<file path="config.mk">
export PLATFORM = sky130hd
export DESIGN_NAME = mtm_alu_frame_serializer
export DESIGN_NICKNAME = d
export VERILOG_FILES = /design/src/rtl/mtm_alu_pkg.sv /design/src/rtl/mtm_alu_bit_timer.sv /design/src/rtl/mtm_alu_frame_serializer.sv
export SDC_FILE = /design/constraint.sdc
export NUM_CORES = 1
export LEC_CHECK = 0
export CORE_AREA = 2 2 98 123
export DETAILED_ROUTE_END_ITERATION = 16
export DIE_AREA = 0 0 100 125
export GPL_TIMING_DRIVEN = 0
export MAX_ROUTING_LAYER = met4
export PLACE_DENSITY = 0.44
export SYNTH_ARGS = -nofsm -noshare
export SYNTH_HDL_FRONTEND = slang
export SYNTH_SLANG_ARGS = --single-unit
</file>
<file path="constraint.sdc">
create_clock -name clk -period 4.08 [get_ports clk]
set_input_delay 0.816 -clock clk [delete_from_list [all_inputs] [get_ports clk]]
set_output_delay 0.816 -clock clk [all_outputs]
set_load 0.02 [all_outputs]
</file>
<file path="src/rtl/mtm_alu_pkg.sv">
// Shared definitions for the MTM ALU result serializer: CTL error codes,
// packet type bit values, FSM state encoding and CTL classification.
package mtm_alu_pkg;

  localparam logic [7:0] ERR_OP   = 8'h93;
  localparam logic [7:0] ERR_DATA = 8'hC9;
  localparam logic [7:0] ERR_CRC  = 8'hA5;

  localparam logic PKT_DATA = 1'b0;
  localparam logic PKT_CTL  = 1'b1;

  typedef enum logic [2:0] {
    IDLE,
    START,
    TYPE,
    PAYLOAD,
    STOP
  } state_t;

  typedef enum logic [1:0] {
    CLS_DATA,
    CLS_ERROR,
    CLS_DROP
  } ctl_class_t;

  // A clear MSB marks a normal data result; a set MSB is only legal for the
  // three known error codes, anything else is discarded.
  function automatic ctl_class_t classify_ctl(input logic [7:0] ctl);
    ctl_class_t cls;
    if (!ctl[7]) begin
      cls = CLS_DATA;
    end else if (ctl == ERR_OP || ctl == ERR_DATA || ctl == ERR_CRC) begin
      cls = CLS_ERROR;
    end else begin
      cls = CLS_DROP;
    end
    return cls;
  endfunction

endpackage

</file>
<file path="src/rtl/mtm_alu_bit_timer.sv">
// Baud divider: while run is high, bit_tick fires on the last of every
// CLK_PER_BIT cycles. The count is held at zero when idle so every frame
// starts with a full-length first bit.
module mtm_alu_bit_timer #(
  parameter int CLK_PER_BIT = 1
) (
  input  logic clk,
  input  logic rst,
  input  logic run,
  output logic bit_tick
);

  localparam int CW = (CLK_PER_BIT > 1) ? $clog2(CLK_PER_BIT) : 1;
  localparam logic [CW-1:0] LAST = CW'(CLK_PER_BIT - 1);

  logic [CW-1:0] baud_cnt;

  // Count 0..CLK_PER_BIT-1 while running, wrapping on the tick.
  always_ff @(posedge clk) begin
    if (rst || !run) begin
      baud_cnt <= '0;
    end else if (baud_cnt == LAST) begin
      baud_cnt <= '0;
    end else begin
      baud_cnt <= baud_cnt + CW'(1);
    end
  end

  assign bit_tick = run && (baud_cnt == LAST);

endmodule

</file>
<file path="src/rtl/mtm_alu_frame_serializer.sv">
// Serializes an ALU result word plus its CTL byte into UART-style packets
// (start, type, 8 payload bits MSB first, stop bits) on a registered line.
module mtm_alu_frame_serializer
  import mtm_alu_pkg::*;
#(
  parameter int DATA_BYTES  = 4,
  parameter int STOP_BITS   = 1,
  parameter int CLK_PER_BIT = 1
) (
  input  logic                    clk,
  input  logic                    rst,
  input  logic                    in_valid,
  output logic                    in_ready,
  input  logic [8*DATA_BYTES-1:0] C,
  input  logic [7:0]              CTL_out,
  output logic                    sout,
  output logic                    busy,
  output logic                    tx_done,
  output logic                    drop
);

  localparam int SRW = 8 * (DATA_BYTES + 1);
  localparam int PW  = $clog2(DATA_BYTES + 2);
  localparam int SW  = (STOP_BITS > 1) ? $clog2(STOP_BITS) : 1;
  localparam logic [SW-1:0] LAST_STOP = SW'(STOP_BITS - 1);
  localparam logic [PW-1:0] DATA_PKTS = PW'(DATA_BYTES + 1);

  state_t          state, state_n;
  logic [2:0]      bit_cnt, bit_cnt_n;
  logic [SW-1:0]   stop_cnt, stop_cnt_n;
  logic [PW-1:0]   pkt_cnt, pkt_cnt_n;
  logic [PW-1:0]   pkt_total, pkt_total_n;
  logic [SRW-1:0]  sreg, sreg_n;
  logic            sout_n;
  logic            drop_n;
  logic            armed;
  logic            bit_tick;
  logic            accept;
  logic            frame_end;
  ctl_class_t      ctl_class;

  mtm_alu_bit_timer #(
    .CLK_PER_BIT(CLK_PER_BIT)
  ) u_bit_timer (
    .clk      (clk),
    .rst      (rst),
    .run      (busy),
    .bit_tick (bit_tick)
  );

  assign busy      = (state != IDLE);
  assign frame_end = (state == STOP) && bit_tick && (stop_cnt == LAST_STOP) &&
                     (pkt_cnt == pkt_total - PW'(1));
  // Ready also during the final stop-bit cycle so a held in_valid chains
  // the next response with no idle bit in between.
  assign in_ready  = (armed && state == IDLE) || frame_end;
  assign tx_done   = frame_end;
  assign accept    = in_valid && in_ready;
  assign ctl_class = classify_ctl(CTL_out);

  // Next-state, counter, shift-register and next-line-level decode.
  always_comb begin
    state_n     = state;
    bit_cnt_n   = bit_cnt;
    stop_cnt_n  = stop_cnt;
    pkt_cnt_n   = pkt_cnt;
    pkt_total_n = pkt_total;
    sreg_n      = sreg;
    drop_n      = 1'b0;
    sout_n      = 1'b1;

    unique case (state)
      IDLE: ;
      START: begin
        if (bit_tick) state_n = TYPE;
      end
      TYPE: begin
        if (bit_tick) begin
          state_n   = PAYLOAD;
          bit_cnt_n = 3'd7;
        end
      end
      PAYLOAD: begin
        if (bit_tick) begin
          sreg_n = {sreg[SRW-2:0], 1'b0};
          if (bit_cnt == 3'd0) begin
            state_n    = STOP;
            stop_cnt_n = '0;
          end else begin
            bit_cnt_n = bit_cnt - 3'd1;
          end
        end
      end
      STOP: begin
        if (bit_tick) begin
          if (stop_cnt == LAST_STOP) begin
            if (pkt_cnt == pkt_total - PW'(1)) begin
              state_n   = IDLE;
              pkt_cnt_n = '0;
            end else begin
              state_n   = START;
              pkt_cnt_n = pkt_cnt + PW'(1);
            end
          end else begin
            stop_cnt_n = stop_cnt + SW'(1);
          end
        end
      end
      default: state_n = IDLE;
    endcase

    if (accept) begin
      pkt_cnt_n = '0;
      unique case (ctl_class)
        CLS_DATA: begin
          state_n     = START;
          pkt_total_n = DATA_PKTS;
          sreg_n      = {C, CTL_out};
        end
        CLS_ERROR: begin
          state_n     = START;
          pkt_total_n = PW'(1);
          sreg_n      = {CTL_out, {(8*DATA_BYTES){1'b0}}};
        end
        default: begin
          state_n = IDLE;
          drop_n  = 1'b1;
        end
      endcase
    end

    unique case (state_n)
      START:   sout_n = 1'b0;
      TYPE:    sout_n = (pkt_cnt_n == pkt_total_n - PW'(1)) ? PKT_CTL : PKT_DATA;
      PAYLOAD: sout_n = sreg_n[SRW-1];
      default: sout_n = 1'b1;
    endcase
  end

  // State, counters and the registered serial line; reset aborts any frame.
  always_ff @(posedge clk) begin
    if (rst) begin
      state     <= IDLE;
      bit_cnt   <= '0;
      stop_cnt  <= '0;
      pkt_cnt   <= '0;
      pkt_total <= '0;
      sreg      <= '0;
      sout      <= 1'b1;
      drop      <= 1'b0;
      armed     <= 1'b0;
    end else begin
      state     <= state_n;
      bit_cnt   <= bit_cnt_n;
      stop_cnt  <= stop_cnt_n;
      pkt_cnt   <= pkt_cnt_n;
      pkt_total <= pkt_total_n;
      sreg      <= sreg_n;
      sout      <= sout_n;
      drop      <= drop_n;
      armed     <= 1'b1;
    end
  end

endmodule
</file>
==> After elaboration in Yosys (flattened, before gate mapping) <==
Index checks and enable logic that the tools add are counted.
{ "totals": {"reg_bits": 57, "latch_bits": 0, "ram_bits": 0, "romBits": 0, "output_inout_bits": 5, "word_cells": 95, "n_memories": 0} }
{ "classes": {"add_sub_neg": 6, "multipliers": 0, "div": 0, "magnitude_cmp": 0, "eq_ne": 18, "shifts": 0, "mux": 36, "bitwise_logic": 3, "n_reduce_logical": 22} }
{ "ops": {"columns": ["operator", "n"], "rows": [
  ["2-to-1 mux 40 bit", 3],
  ["case mux 40 bit (2 select lines)", 1],
  ["2-to-1 mux 3 bit", 16],
  ["== test 8 bit (second input constant)", 3],
  ["case mux 3 bit (5 select lines)", 1],
  ["== test 3 x 2 -> 1 bit (second input constant)", 4],
  ["case mux 3 bit (2 select lines)", 2],
  ["inequality test 2 bit (second input constant)", 5],
  ["2-to-1 mux 1 bit", 9],
  ["subtractor 3 x 1 -> 3 bit (second input constant)", 3],
  ["AND reduction 4 bit", 2],
  ["== test 3 x 1 -> 1 bit (second input constant)", 2],
  ["== test 3 bit", 2],
  ["logical AND 1 bit", 6],
  ["zero test 3 bit", 2],
  ["OR reduction 2 bit", 3],
  ["logical OR 1 bit", 4],
  ["2-to-1 mux 2 bit", 2],
  ["nonzero test 2 bit", 2],
  ["adder 3 x 1 -> 3 bit (second input constant)", 1],
  ["== test 3 bit (second input constant)", 1],
  ["inverter 1 bit", 3],
  ["case mux 1 bit (3 select lines)", 1],
  ["nonzero test 3 bit", 1],
  ["5 further kinds", 6]
]} }

==> Logic depth before layout (Yosys ltp) <==
{ "depth": {"ltp_word": 12, "depth_mapped": 12, "ltp_nobuf": 11} }

==> Modules after synthesis <==
A second synthesis with hierarchy kept.
{ "unflattened": {"cells_unflattened": 319, "area_unflattened_um2": 2917.8} }
{ "by_module_without_submodules": {"columns": ["mod", "instances", "cells_per_inst", "area_per_inst_um2", "seq_area_each_um2"], "rows": [
  ["mtm_alu_frame_serializer", 1, 316, 2880.3, 1101.1],
  ["mtm_alu_bit_timer", 1, 3, 37.5, 20.0]
]} }

==> Least setup slack after synthesis <==
OpenSTA, ideal clock, no wires.
{ "synth_timing": {"kind": "input-to-reg", "startpoint": "in CTL_out[3]", "endpoint": "reg sout", "setup_ps": 73, "arrival_time_ps": 2964, "required_ps": 4007, "setup_slack_ps": 1043, "path_stages": 9, "n_path_buf": 1, "cell_sequence": "or4bb_1 a211oi_1 o21ai_1 a21oi_2 buf_2 nand2b_1 ha_1 xnor3_1 o211ai_2"} }
{ "synth_via": {"elab_chain_cells": 12, "elab_cells_between_ends": 23, "cone_classes": "1 x add/sub; 8 x eq/ne; 10 x mux; 4 x reduce/logical"} }
{ "synth_rtl": {"columns": ["element", "line", "text"], "rows": [
  ["start, declared", "mtm_alu_frame_serializer.sv:15", "input logic [7:0] CTL_out,"],
  ["== test 8 bit", "mtm_alu_pkg.sv:32", "end else if (ctl == ERR_OP || ctl == ERR_DATA || ctl == ERR_CRC) begin"],
  ["logical OR 1 bit", "mtm_alu_pkg.sv:32", null],
  ["logical OR 1 bit *", "mtm_alu_pkg.sv:32", null],
  ["2-to-1 mux 2 bit *", "mtm_alu_pkg.sv:32", null],
  ["2-to-1 mux 2 bit *", "mtm_alu_pkg.sv:30", "if (!ctl[7]) begin"],
  ["== test 2 x 1 -> 1 bit / zero test 2 bit (equally long branches)", "mtm_alu_frame_serializer.sv:114", "unique case (ctl_class)"],
  ["case mux 3 bit (2 select lines)", "mtm_alu_frame_serializer.sv:114", null],
  ["2-to-1 mux 3 bit", "mtm_alu_frame_serializer.sv:112", "if (accept) begin"],
  ["subtractor 3 x 1 -> 3 bit", "mtm_alu_frame_serializer.sv:134", "TYPE: sout_n = (pkt_cnt_n == pkt_total_n - PW'(1)) ? PKT_CTL : PKT_DATA;"],
  ["== test 3 bit", "mtm_alu_frame_serializer.sv:134", null],
  ["2-to-1 mux 1 bit", "mtm_alu_frame_serializer.sv:134", null],
  ["case mux 1 bit (3 select lines) *", "mtm_alu_frame_serializer.sv:132", "unique case (state_n)"],
  ["end signal, assigned", "mtm_alu_frame_serializer.sv:159", "sout <= sout_n;"],
  ["end, declared", "mtm_alu_frame_serializer.sv:16", "output logic sout,"]
]} }
Every way passes the cells marked *; elsewhere a longest branch is shown, timed or not.
A chain may end at the register's enable or synchronous reset.

==> Final worst setup path <==
{ "layout_timing": {"startpoint": "in CTL_out[2]", "endpoint": "reg sout"} }
Same word-level chain as after synthesis.

==> results by group <==
Status
  • Status: complete, no violations

Critical path
  • R2R depth: 10
  • WP data required: 4.31 ns
  • Worst setup path startpoint: CTL_out[2]
  • Worst path max stage delay: 0.53 ns
  • Setup crit start kind: input port
  • Setup crit end: sout
  • CP arrival: 3.96 ns
  • CP Max Fanout: 10
  • Critical Path, Cell by Cell: clkdlybuf4s50_1 > or4bb_1 > a211oi_1 > o21ai_1 > a21oi_2 > buf_2 > nand2b_1 > ha_1 > xnor3_1 > o211ai_2
  • RR Endpoint: sout
  • R2r startpoint: state[2]
  • Crit-path slowest cell: clkdlybuf4s50_1
  • CP Class: in -> reg
  • Setup crit end kind: register
  • R2R Setup Slk: 0.87 ns

Floorplan
  • Die ar.: 0.0125 mm2
  • Std cell rows: 44
  • Die Ht: 125 um
  • Core Region: 0.0115 mm2
  • I/O Pins: 48
  • Initial Utilization: 0.242
  • Die Wd: 100 um

Layout
  • P&R area growth vs syn: 28.6%
  • Final core utilization: 0.311
  • Post-route insts no fill: 505
  • Most frequent cells in the layout: dfxtp_1, nand2_1, clkdlybuf4s50_1, mux2i_1, o21ai_0
  • Commonest non-fill, non-tap cell in the layout: dfxtp_1
  • Final nets: 414
  • ANT cells: 0
  • Layout cell share with drive strength beyond 1: 0.0763

Routing
  • DRC errors left: 0
  • Total number of vias: 2,282
  • Drt pass-1 iters: 4
  • ANT nets after route: 0
  • Detailed-route wire length per cell: 13.7 um
  • Post-Route WL: 6920 um
  • Iter 0 DRT Violations: 97
  • Via density: 4.52

Global route
  • Largest net degree at the start of global routing: 19
  • Vias in the first global route: 2,315
  • GRT overflow: 0
  • GRT Total Usage: 0.114
  • Initial antenna violation count: 0
  • Global-route wire length before repair: 11,300 um

Place
  • Hpwl dp: 5200 um
  • DP Worst Slack: -0.000727 ns
  • Gp weighted congestion: 0.753
  • Placed Cells incl. Taps: 497
  • Port Buffers: 47

Run
  • Max-cap violations: 0

STA
  • Fin. Hold Viols: 0
  • Max-slew violation count: 0
  • Fin crit share: 0.916
  • Clock Skew: 0.00626 ns
  • Max_slew headroom: 0.415
  • Post-route minimum period: 3.74 ns
  • # setup viols final: 0
  • Worst Hold Margin: 0.469 ns
  • Fmax: 268 MHz
  • Final WS setup: 0.342 ns
  • Setup TNS: 0 ns
  • RSZ-0062 raised after global routing: false
  • Worst-Margin Slew: 0.874 ns

Yosys
  • Synth async-reset ratio: 0
  • Main flop type after synthesis: dfxtp_1
  • Synth Net Count: 360
  • Syn Std Cell Area: 0.00277 mm2
  • Syn Area/Cell: 8.87 um2
  • Flops & latches, synth: 56
  • Yosys Warn Count: 0
  • Post-Syn Instances: 312
  • Yosys cell types: 55
  • Seq/Total Area, Yosys: 0.405
  • Post-synth EDFFs: 0

CTS
  • H-tree depth: 2
  • Clock transition at the registers of the reported paths: 0.07 ns
  • CTS-repair resized insts: 0
  • CTS tree: done
  • Setup bufs post-CTS: 0
  • Worst-skew pair later-pin latency: 0.30 ns
  • CTS Buf Count: 5
  • Clock tree sinks: 56
  • Cts hold-fix bufs: 0
  • Clock root buffer: clkbuf_16
  • Clock Tree Buf Depth: 2

Worst hold path
  • Min-Delay Path Class: reg -> reg

Pwr
  • PwrDens: 328 mW/mm2
  • Total leakage power: 1.23 nW
  • Peak supply drop: 0.196 mV
==> synth_stat cells (all sizes together) (2+ instances only) <==
master,number,area share
nor4,3,0.012
xnor2,3,0.0095
o21bai,2,0.0054
mux2i,34,0.12
nor2,22,0.030
a2bb2oi,5,0.016
a21oi,7,0.014
nor4b,2,0.0063
xor2,2,0.0063
inv,9,0.012
buf,8,0.018
o21ai,32,0.058
nand2b,4,0.0090
or2,2,0.0045
nor3,8,0.016
or4bb,2,0.0081
and2,7,0.016
ha,5,0.023
a21o,2,0.0054
or3,2,0.0045
nand2,50,0.068
o22a,2,0.0063
nor2b,3,0.0068
dfxtp,56,0.41
a211oi,8,0.024
clkbuf,11,0.016
==> layer usage <==
metal	GRT usage	routed length, um	up-vias
met1	0.146	3330	1043
met5	-	0	-
met3	0.0196	222	7
met2	0.189	3290	42
met4	0.0266	71	0
li1	-	-	1190
==> final cells by class <==
| type | count | area [um2] |
|---|---|---|
| plain buffers | 19 | 92.6 |
| clock buffers | 5 | 125 |
| clock inverters | 3 | 23.8 |
| fillers | 1242 | 7890 |
| inverters | 9 | 33.8 |
| multi-input cells | 228 | 1520 |
| flip-flops and latches | 56 | 1120 |
| well taps | 138 | 173 |
| repair buffers | 47 | 470 |
==> sequential cells by signal (all words and copies together), names as in the netlist <==
name and cells:
sout 1, state 3, bit_cnt 3, sreg 40, pkt_total 3, drop 1, armed 1, pkt_cnt 3
u_bit_timer.baud_cnt 1
==> how the worst min path moves through the flow <==
stage,start,to,slack [ns],cells after the start
2_1_floorplan,sreg[6],sreg[7],0.43,2
3_3_place_gp,sreg[6],sreg[7],0.45,2
3_5_place_dp,bit_cnt[0],bit_cnt[0],0.45,1
4_1_cts,bit_cnt[0],bit_cnt[0],0.47,1
5_1_grt,sreg[6],sreg[7],0.49,2
6_report,pkt_total[1],pkt_total[1],0.47,2
==> cell families (layout without fill, tap and decap cells) <==
| kind of cell | after synthesis | in the layout | synth area share |
|---|---|---|---|
| adders and majority gates | 5 | 5 | 0.0226 |
| xor gates and xnor gates | 7 | 7 | 0.0326 |
| buffers and inverters | 28 | 83 | 0.0457 |
| muxes | 35 | 35 | 0.127 |
| other | 1 | 1 | 0.00136 |
| DFF | 56 | 56 | 0.405 |
| AOI/OAI and AO/OA | 69 | 69 | 0.165 |
| and+or+nand+nor | 111 | 111 | 0.200 |
==> metrics by stage <==
step / area (um2) / power, mW
after detailed placement: 3410 / 0.745
after global routing: 3560 / 1.22
final: 3560 / 1.17
after global placement: 3410 / 0.745
after CTS: 3560 / 1.18
after floorplan: 2770 / 0.671
==> report_power, final <==
part           internal [mW]  switching [mW]  leakage, nW
clock network          0.229           0.209       0.0660
registers              0.566          0.0108        0.455
logic                 0.0837          0.0696        0.707
==> critical path, delay by kind of cell <==
family | cells | cell delay [ns]
and+or+nand+nor | 2 | 0.68
adders and majority gates | 1 | 0.17
AOI/OAI and AO/OA | 4 | 1.04
buffers and inverters | 2 | 0.84
xor gates and xnor gates | 1 | 0.40
Power figures use the tool's default switching activity.
